## config.mk

```make
export PLATFORM = sky130hd
export DESIGN_NAME = pc_gen
export DESIGN_NICKNAME = d
export VERILOG_FILES = /design/src/rtl/pc_gen_pkg.sv /design/src/rtl/pc_ras.sv /design/src/rtl/pc_gen.sv
export SDC_FILE = /design/constraint.sdc
export NUM_CORES = 1
export LEC_CHECK = 0
export CAP_MARGIN = 20
export CORE_UTILIZATION = 31
export DETAILED_ROUTE_END_ITERATION = 8
export PLACE_DENSITY = 0.59
export SKIP_LAST_GASP = 1
export SLEW_MARGIN = 20
export SYNTH_ARGS = -nofsm -noshare
export SYNTH_HDL_FRONTEND = slang
export SYNTH_SLANG_ARGS = --single-unit
```

## constraint.sdc

```tcl
create_clock -name clock -period 3.9 [get_ports clock]
set_input_delay 0.78 -clock clock [delete_from_list [all_inputs] [get_ports clock]]
set_output_delay 0.78 -clock clock [all_outputs]
set_load 0.005 [all_outputs]
```

## src/rtl/pc_gen_pkg.sv

```systemverilog
// Shared types and default widths for the program-counter generator slice.
package pc_gen_pkg;

  typedef enum logic [1:0] {
    BOOT = 2'd0,
    RUN  = 2'd1,
    HALT = 2'd2
  } pc_state_e;

  localparam int PC_XLEN       = 32;
  localparam int PC_ILEN_BYTES = 4;

endpackage

```

## src/rtl/pc_ras.sv

```systemverilog
// Circular return-address stack; a push when full overwrites the oldest entry.
module pc_ras
  import pc_gen_pkg::*;
#(
  parameter int XLEN  = PC_XLEN,
  parameter int DEPTH = 4
) (
  input  logic            clock,
  input  logic            reset,
  input  logic            push,
  input  logic            pop,
  input  logic [XLEN-1:0] push_data,
  output logic [XLEN-1:0] top,
  output logic            empty,
  output logic            full
);

  localparam int PW = $clog2(DEPTH);

  logic [XLEN-1:0] mem_p0 [DEPTH];
  logic [PW-1:0]   sp_p0;
  logic [PW:0]     cnt_p0;
  logic [PW-1:0]   top_idx;
  logic            do_pop;

  assign top_idx = sp_p0 - PW'(1);
  assign top     = mem_p0[top_idx];
  assign empty   = (cnt_p0 == '0);
  assign full    = (cnt_p0 == (PW+1)'(DEPTH));
  assign do_pop  = pop & ~empty;

  // Stage 0: pointer/count update; push+pop together replaces the top in place
  always_ff @(negedge clock) begin
    if (reset) begin
      sp_p0  <= '0;
      cnt_p0 <= '0;
    end else if (push && !do_pop) begin
      sp_p0 <= sp_p0 + PW'(1);
      if (!full) cnt_p0 <= cnt_p0 + (PW+1)'(1);
    end else if (do_pop && !push) begin
      sp_p0  <= sp_p0 - PW'(1);
      cnt_p0 <= cnt_p0 - (PW+1)'(1);
    end
  end

  always_ff @(negedge clock) begin
    if (push && do_pop) mem_p0[top_idx] <= push_data;
    else if (push)      mem_p0[sp_p0]   <= push_data;
  end

endmodule

```

## src/rtl/pc_gen.sv

```systemverilog
// Fetch PC generator with BOOT/RUN/HALT control; the return-address stack is
// built in only when PC_GEN_RAS_EN is defined. All state moves on the falling edge.
module pc_gen
  import pc_gen_pkg::*;
#(
  parameter int              XLEN         = PC_XLEN,
  parameter logic [XLEN-1:0] RESET_VECTOR = '0,
  parameter int              ILEN_BYTES   = PC_ILEN_BYTES,
  parameter int              RAS_DEPTH    = 4
) (
  input  logic            clock,
  input  logic            reset,
  input  logic            stall,
  input  logic            fetch_ready,
  input  logic            halt,
  input  logic            redirect_valid,
  input  logic [XLEN-1:0] redirect_pc,
  input  logic            trap_valid,
  input  logic [XLEN-1:0] trap_vector,
  input  logic            call_valid,
  input  logic            ret_valid,
  output logic [XLEN-1:0] pc_out,
  output logic            pc_valid,
  output logic            ras_empty,
  output logic            ras_full
);

  localparam logic [XLEN-1:0] ILEN_INC   = XLEN'(ILEN_BYTES);
  localparam logic [XLEN-1:0] ALIGN_MASK = ~(ILEN_INC - XLEN'(1));

  function automatic logic [XLEN-1:0] align(input logic [XLEN-1:0] addr);
    return addr & ALIGN_MASK;
  endfunction

  pc_state_e       state_p0, state_nxt;
  logic [XLEN-1:0] pc_p0, pc_nxt, seq_pc, ras_top;
  logic            advance, step, pop;

  assign seq_pc  = pc_p0 + ILEN_INC;
  assign advance = (state_p0 == RUN) & pc_valid & fetch_ready & ~stall;
  // A halt request in RUN freezes the PC rather than letting it advance.
  assign step    = advance & ~trap_valid & ~redirect_valid & ~halt;

`ifdef PC_GEN_RAS_EN
  logic push;

  assign push = step & call_valid;
  assign pop  = step & ret_valid & ~ras_empty;

  pc_ras #(
    .XLEN  (XLEN),
    .DEPTH (RAS_DEPTH)
  ) u_ras (
    .clock     (clock),
    .reset     (reset),
    .push      (push),
    .pop       (pop),
    .push_data (seq_pc),
    .top       (ras_top),
    .empty     (ras_empty),
    .full      (ras_full)
  );
`else
  logic unused_ras;

  assign unused_ras = &{1'b0, call_valid, ret_valid};
  assign pop        = 1'b0;
  assign ras_top    = '0;
  assign ras_empty  = 1'b1;
  assign ras_full   = 1'b0;
`endif

  // Stage 0: control and PC registers
  always_ff @(negedge clock) begin
    if (reset) state_p0 <= BOOT;
    else       state_p0 <= state_nxt;
  end

  always_ff @(negedge clock) begin
    if (reset) pc_p0 <= RESET_VECTOR;
    else       pc_p0 <= pc_nxt;
  end

  always_comb begin
    state_nxt = state_p0;
    case (state_p0)
      BOOT:    state_nxt = RUN;
      RUN:     if (halt && !trap_valid && !redirect_valid) state_nxt = HALT;
      HALT:    if (trap_valid || redirect_valid) state_nxt = RUN;
      default: state_nxt = BOOT;
    endcase
  end

  always_comb begin
    pc_nxt = pc_p0;
    if (trap_valid && state_p0 != BOOT) pc_nxt = align(trap_vector);
    else if (redirect_valid)            pc_nxt = align(redirect_pc);
    else if (pop)                       pc_nxt = align(ras_top);
    else if (step)                      pc_nxt = seq_pc;
  end

  always_comb begin
    pc_valid = (state_p0 == RUN);
    pc_out   = pc_p0;
  end

endmodule

```

* After elaboration in Yosys (flattened, before gate mapping) *
Cells that the tools add are included.
W data, S select, Z words.

storage, ports and cells
  word-level logic and storage cells = 34
  bits of input ports = 73
  register bits after elaboration = 34
  memories kept = 0
  memory bits (read-only) = 0
  output and inout port bits = 35
  memory bits (writable) = 0
  bits in latches = 0

cells by class
  div/mod/pow operators = 0
  multiplexer cells = 6
  add/sub/neg operators = 1
  order comparisons = 0
  shift-type cells = 0
  reduce and logical (&&, ||, !) cells = 11
  multipliers = 0
  eq/ne operators = 4
  bitwise operators = 9

operator list
  cell                     count
  $mux W32                 3
  $add A32 B3 Y32 const B  1
  $pmux W2 S3              1
  $and A1 B1 Y1            5
  $mux W2                  2
  $not A1 Y1               4
  $logic_and A1 B1 Y1      3
  $reduce_bool A3 Y1       1
  $reduce_or A3 Y1         1
  $eq A2 B1 Y1 const B     1
  $eq A2 B2 Y1 const B     1
  $logic_not A1 Y1         2
  $logic_not A2 Y1         1
  $ne A2 B1 Y1 const B     1
  $ne A2 B2 Y1 const B     1
  $reduce_and A2 Y1        1
  $reduce_bool A2 Y1       1
  $logic_or A1 B1 Y1       1

* Depth between registers and ports, before layout *
Gate-level depths: netlist of the first run.

  depth after elaboration = 9
  depth in mapped cells = 7
  mapped depth without buffers = 6

==> flow_summary.toml, run 1 <==
[power]
p_leak_nw = 1.82
ir_worst_vdd_v = 0.000142
cellPowerDensity_nw_per_um2 = 277

[worst_setup_path]
crit_fanout = 8
end_kind = "flip-flop"
worst-path-stages = 7
r2r_start = "pc_out[2]"
path_buf_inv = 2
worstSetupStartpointType = "input port"
reg2reg_slack_ns = 1.63
critPathArrivalTime_ns = 2.16
cpPeakStageDelay_ns = 0.31
path_cells = "clkdlybuf4s15_1 > nor4b_4 > nand2_2 > buf_8 > a221oi_4 > a21oi_1 > a311oi_1"
crit_slowest_cell = "nor4b_4"
reg2reg_depth = 7
cp_data_required_time_ns = 2.20
rr_endpoint = "pc_out[16]"
critical_path_class = "in -> reg"
crit_family = "simple AND/OR/NAND/NOR gates"

[global_route]
grt_max_degree = 24
grt_pass1_vias = 2985
gr-total-overflow = 0
grt_antenna_before_repair = 0
grt.total_usage_pct = 21.8
grt_pass1_wl_mm = 14.6

[final_layout]
flow.area_growth_from_synthesis_pct = 69.4
final_cell_mix = "61 x clkdlybuf4s50_1, 44 x buf_4, 38 x inv_1, 29 x dlygate4sd2_1, 25 x a21oi_1"
final_net_count = 546
seqCellArea_um2 = 676
fillCellCount = 702
fin_util_pct = 55.7
multiInputGateArea_um2 = 1760
drive_gt1_share_pct = 22.5
layout.cells.most_common = "clkdlybuf4s50_1"
n_antenna_cell = 0

[sta]
finalSetupViolCount = 0
tightest_slew_ns = 0.650
skew_ns = 0.0243
finalMaxSlewViolations = 0
setup_tns_ns = 0
maxSlewHeadroom_pct = 56.5
hold_viol = 0
rsz0062_at_grt = "true"

[detailed_routing]
wirelength_mm = 8.99
drt_iter0_markers = 133
routed_wire_length_per_instance_um = 15.7
via_per_inst = 5.27
ant_nets = 0
vias = 3011
drt_pre_antenna_iters = 4
drc_errors = 0

[synth]
avgSynthCellArea_um2 = 7.84
yosysTopAreaCell = "dfxtp_1"
synth_seq_cells = 32
yosysWarnings = 0
ys.flop_type = "dfxtp_1"
synthesis.area_um2 = 2440
yosysSeqAreaShare_pct = 26.3
synth_top_area_share_pct = 26.3
synth_area_leaders = "dfxtp_1 26%, xnor2_1 5.7%, a21oi_1 5.1%"
synthCells = 311
synth-edff-count = 0
synthArstFlopShare_pct = 0
synthDistinctLibCells = 55

[run_status]
status = "completed"

[floorplanning]
die_w_um = 90.7
dieArea_um2 = 8220
start_util_pct = 32.9
core-area_um2 = 7410
num_io_pins = 108
die_y_um = 90.7
core.rowCount = 31

[clock_network]
cts_tree = "built"
cts_buffer_depth = 2
ctsHoldBuffers = 0
clk_pin_slew_ns = 0.04
cts_buffers = 5
cts-root-buf = "clkbuf_8"
cts_sinks = 32
htree_levels = 2
worstSkewPairLatency_ns = 0.37

[placed_design]
gp_congestion = 0.825
port_buffers = 97
dp_hpwl_mm = 6.55

[worst_hold_path]
min_from = "pc_out[31]"
hold_depth = 2
hold_end = "pc_out[31]"
hold_path.class = "reg -> reg"

[run]
max_cap_viol_count = 0
## metal layers
layer | GRT usage, % | wire, um | part of all wire, % | up-vias
met3 | 5.98 | 632 | 7.0 | 8
met2 | 35.0 | 4250 | 47 | 111
li1 | - | - | - | 1480
met4 | 6.18 | 55 | 0.61 | 0
met1 | 28.6 | 4050 | 45 | 1412
met5 | 0 | 0 | 0 | -
## layout make-up
type / instances / area share, %
clock inverters: 34 / 3.73
repair buffers: 146 / 32.2
flip-flops and latches: 32 / 16.4
inverters: 5 / 0.455
clock buffers: 5 / 1.67
multi-input cells: 250 / 42.5
well taps: 99 / 3.00
## state kept, by name, indices dropped and copies added (netlist names)
name	count
pc_out	30
state_p0	2
## synth_stat cells (3+ instances only)
master    instances
nand4_1          12
o21ai_0          10
a31oi_1           6
a211oi_1          3
o22ai_1          14
a221oi_1          8
nor2b_1          11
and4_1            3
o21bai_1          8
xor2_1            7
nand2b_1          4
nor2_1           10
nor3b_1           3
mux2i_1           3
nand2_1          22
dfxtp_1          32
nor3_1           10
inv_1             6
buf_6             5
and2_1            5
buf_4             6
a21boi_0          3
xnor2_1          16
clkbuf_1          8
buf_1             3
buf_2             3
nor4_1            5
and3_1            7
a21oi_1          25
nand3_1          15
a211o_1           3
## repair_timing
action	in CTS	in global routing
resized for setup	84	10
pin swaps	16	5
setup buffers	2	1
endpoints found under the hold margin	0	0
setup endpoints to repair	59	10
## worst max path at each step
| stage | startpoint | end | slack (ns) |
|---|---|---|---|
| floorplan | halt | pc_out[3] | -0.15 |
| global placement | halt | pc_out[13] | -0.68 |
| detailed placement | halt | pc_out[31] | -0.77 |
| CTS | pc_out[10] | pc_out[10] | 0.002 |
| global route | fetch_ready | pc_out[31] | -0.06 |
| finish | fetch_ready | pc_out[31] | 0.04 |
## tightest hold or removal path, cell delays in order (launching register included)
cell	delay [ns]
dfxtp_2	0.33
nand3_1	0.07
a311oi_1	0.08
## kinds of logic after synthesis
group / synth area share (%)
flops: 26.3
mux: 1.69
xor+xnor: 8.26
compound gates: 26.0
simple gates: 29.5
other cells: 0.308
fa+ha+maj: 0.513
buf+inv: 7.39
## per-stage QoR
stage / total power [mW] / worst slack (ns) / instances / area (um2) / hold WS (ns)
after global placement: 0.748 / -0.676 / 530 / 3770 / 0.523
after detailed placement: 0.753 / -0.766 / 530 / 3770 / 0.537
final: 1.14 / 0.0410 / 571 / 4130 / 0.525
after CTS: 1.14 / 0.00153 / 570 / 4070 / 0.517
after global routing: 1.21 / -0.0604 / 571 / 4130 / 0.537
after floorplan: 0.568 / -0.152 / 313 / 2480 / 0.502
## report_power, final
| part | switching, mW | internal (mW) | total (mW) |
|---|---|---|---|
| Clock | 0.219 | 0.228 | 0.447 |
| Sequential | 0.0248 | 0.358 | 0.382 |
| Combinational | 0.131 | 0.181 | 0.312 |
| Total | 0.375 | 0.767 | 1.14 |
Note: power is estimated with default switching activity, not from simulation.
==> run 2: changes to the inputs <==
--- a/config.mk
+++ b/config.mk
@@ -6,6 +6,7 @@
 export NUM_CORES = 1
 export LEC_CHECK = 0
 export CAP_MARGIN = 20
+export CORE_ASPECT_RATIO = 1.25
 export CORE_UTILIZATION = 31
 export DETAILED_ROUTE_END_ITERATION = 8
 export PLACE_DENSITY = 0.59
==> flow_summary.toml, run 2 (same netlist as run 1, synthesis figures left out) <==
[worst_setup_path]
critPathArrivalTime_ns = 2.10
crit_slowest_cell = "nor4b_4"
crit_family = "simple AND/OR/NAND/NOR gates"
critPathLaunch = "trap_valid"
cpPeakStageDelay_ns = 0.40
worstSetupStartpointType = "input port"
critical_path_class = "in -> reg"
r2r_start = "pc_out[2]"
end_kind = "flip-flop"
cp_data_required_time_ns = 2.18
path_buf_inv = 3
crit_fanout = 5
path_cells = "buf_2 > nor4b_4 > buf_4 > a21oi_4 > buf_12 > and3_1 > a21oi_2 > o22ai_1"
reg2reg_slack_ns = 1.72

[placed_design]
gp_congestion = 0.826
port_buffers = 97
dpl.cell_count = 529
dp_hpwl_mm = 6.42
pre_cts_slack_ns = -0.697

[clock_network]
htree_levels = 2
cts_buffers = 5
clk_pin_slew_ns = 0.04
cts_sinks = 32
cts_tree = "built"
ctsHoldBuffers = 0
worstSkewPairLatency_ns = 0.36
cts-root-buf = "clkbuf_8"
cts_buffer_depth = 2

[power]
ir_worst_vdd_v = 0.000181
power_mw = 1.09
cellPowerDensity_nw_per_um2 = 264
p_leak_nw = 1.81

[sta]
setup_tns_ns = 0
tightest_slew_ns = 0.585
finalMaxSlewViolations = 0
hold_viol = 0
finalSetupViolCount = 0
maxSlewHeadroom_pct = 60.9
finalWorstSetupSlack_ns = 0.0765
skew_ns = 0.0259
rsz0062_at_grt = "false"

[worst_hold_path]
hold_path.class = "reg -> reg"
min_from = "pc_out[31]"

[final_layout]
layout.cells.most_common = "clkdlybuf4s50_1"
n_antenna_cell = 0
drive_gt1_share_pct = 23.4
final_cell_mix = "61 x clkdlybuf4s50_1, 49 x buf_4, 37 x inv_1, 29 x dlygate4sd2_1, 22 x a21oi_1"
largest_reg_flops = 30
final_net_count = 552
fin_cells = 570
fillCellCount = 742
flow.area_growth_from_synthesis_pct = 69.4

[global_route]
grt.total_usage_pct = 22.4
grt_antenna_before_repair = 0
gr-total-overflow = 0
grt_pass1_vias = 3121
grt_pass1_wl_mm = 14.4
grt_max_degree = 30

[floorplanning]
die_y_um = 101
num_io_pins = 108
dieArea_um2 = 8220
core-area_um2 = 7490
start_util_pct = 32.5
die_w_um = 81.3
core.rowCount = 35

[run]
max_cap_viol_count = 0

[detailed_routing]
via_per_inst = 5.28
routed_wire_length_per_instance_um = 15.8
ant_nets = 0
wirelength_mm = 9.02
drc_errors = 0
drt_iter0_markers = 130
vias = 3007
drt_pre_antenna_iters = 4

[run_status]
status = "completed"
-- run 2: cell types whose count changed in the layout (fill, tap and decap cells not counted), sizes merged --
cell      change
inv           -1
bufinv        -1
clkinvlp      +2
buf           +6
-- run 2: worst reg2reg max path, stage by stage (launching register included) --
cell and delay, ns:
dfxtp_1 0.32, buf_4 0.13, ha_1 0.22, nand4_1 0.26, nor2_1 0.54, a31o_2 0.25, a21oi_1 0.07, o41ai_2 0.29
-- run 2: timing repair --
item                       in CTS  in global routing
setup endpoints to repair      61                 19
pin swaps                       4                  9
resized for setup              64                 23
setup buffers                   3                  1
-- run 2: path summary, 6_finish.rpt --
| check | cells after the start | end |
|---|---|---|
| min | 2 | pc_out[31] |
| min reg2reg | 2 | pc_out[31] |
| max | 8 | pc_out[19] |
| max reg2reg | 7 | pc_out[16] |
-- run 2: per-layer routing --
metal  wire (um)  track usage [%]  vias to the layer above  part of all wire, %
li1            -                -                     1491                    -
met1        3990             27.2                     1393                   44
met2        4380             37.4                      110                   49
met3         530             5.59                       13                  5.9
met4         113             8.93                        0                  1.3
met5           0                0                        -                    0
-- run 2: power breakdown --
part	switching (mW)	internal [mW]	total, mW	leakage, nW
logic	0.137	0.190	0.327	1.34
clock network	0.222	0.162	0.384	0.207
registers	0.0219	0.358	0.380	0.270
-- run 2: layout make-up --
class / count / area (um2) / share of cell area, %
Clock inverter: 34 / 130 / 3.15
Sequential cell: 32 / 662 / 16.0
Timing Repair Buffer: 152 / 1390 / 33.5
Tap cell: 92 / 115 / 2.79
Inverter: 5 / 18.8 / 0.455
Clock buffer: 5 / 68.8 / 1.67
Multi-Input combinational cell: 250 / 1750 / 42.4
-- run 2: stage by stage --
stage                     util (%)  hold slack [ns]  instance area (um2)
final                         55.1            0.514                 4130
after global routing          55.1            0.570                 4130
after detailed placement      51.0            0.542                 3820
after floorplan                  -            0.502                 2480
after global placement        51.0            0.548                 3820
after CTS                     54.1            0.520                 4050
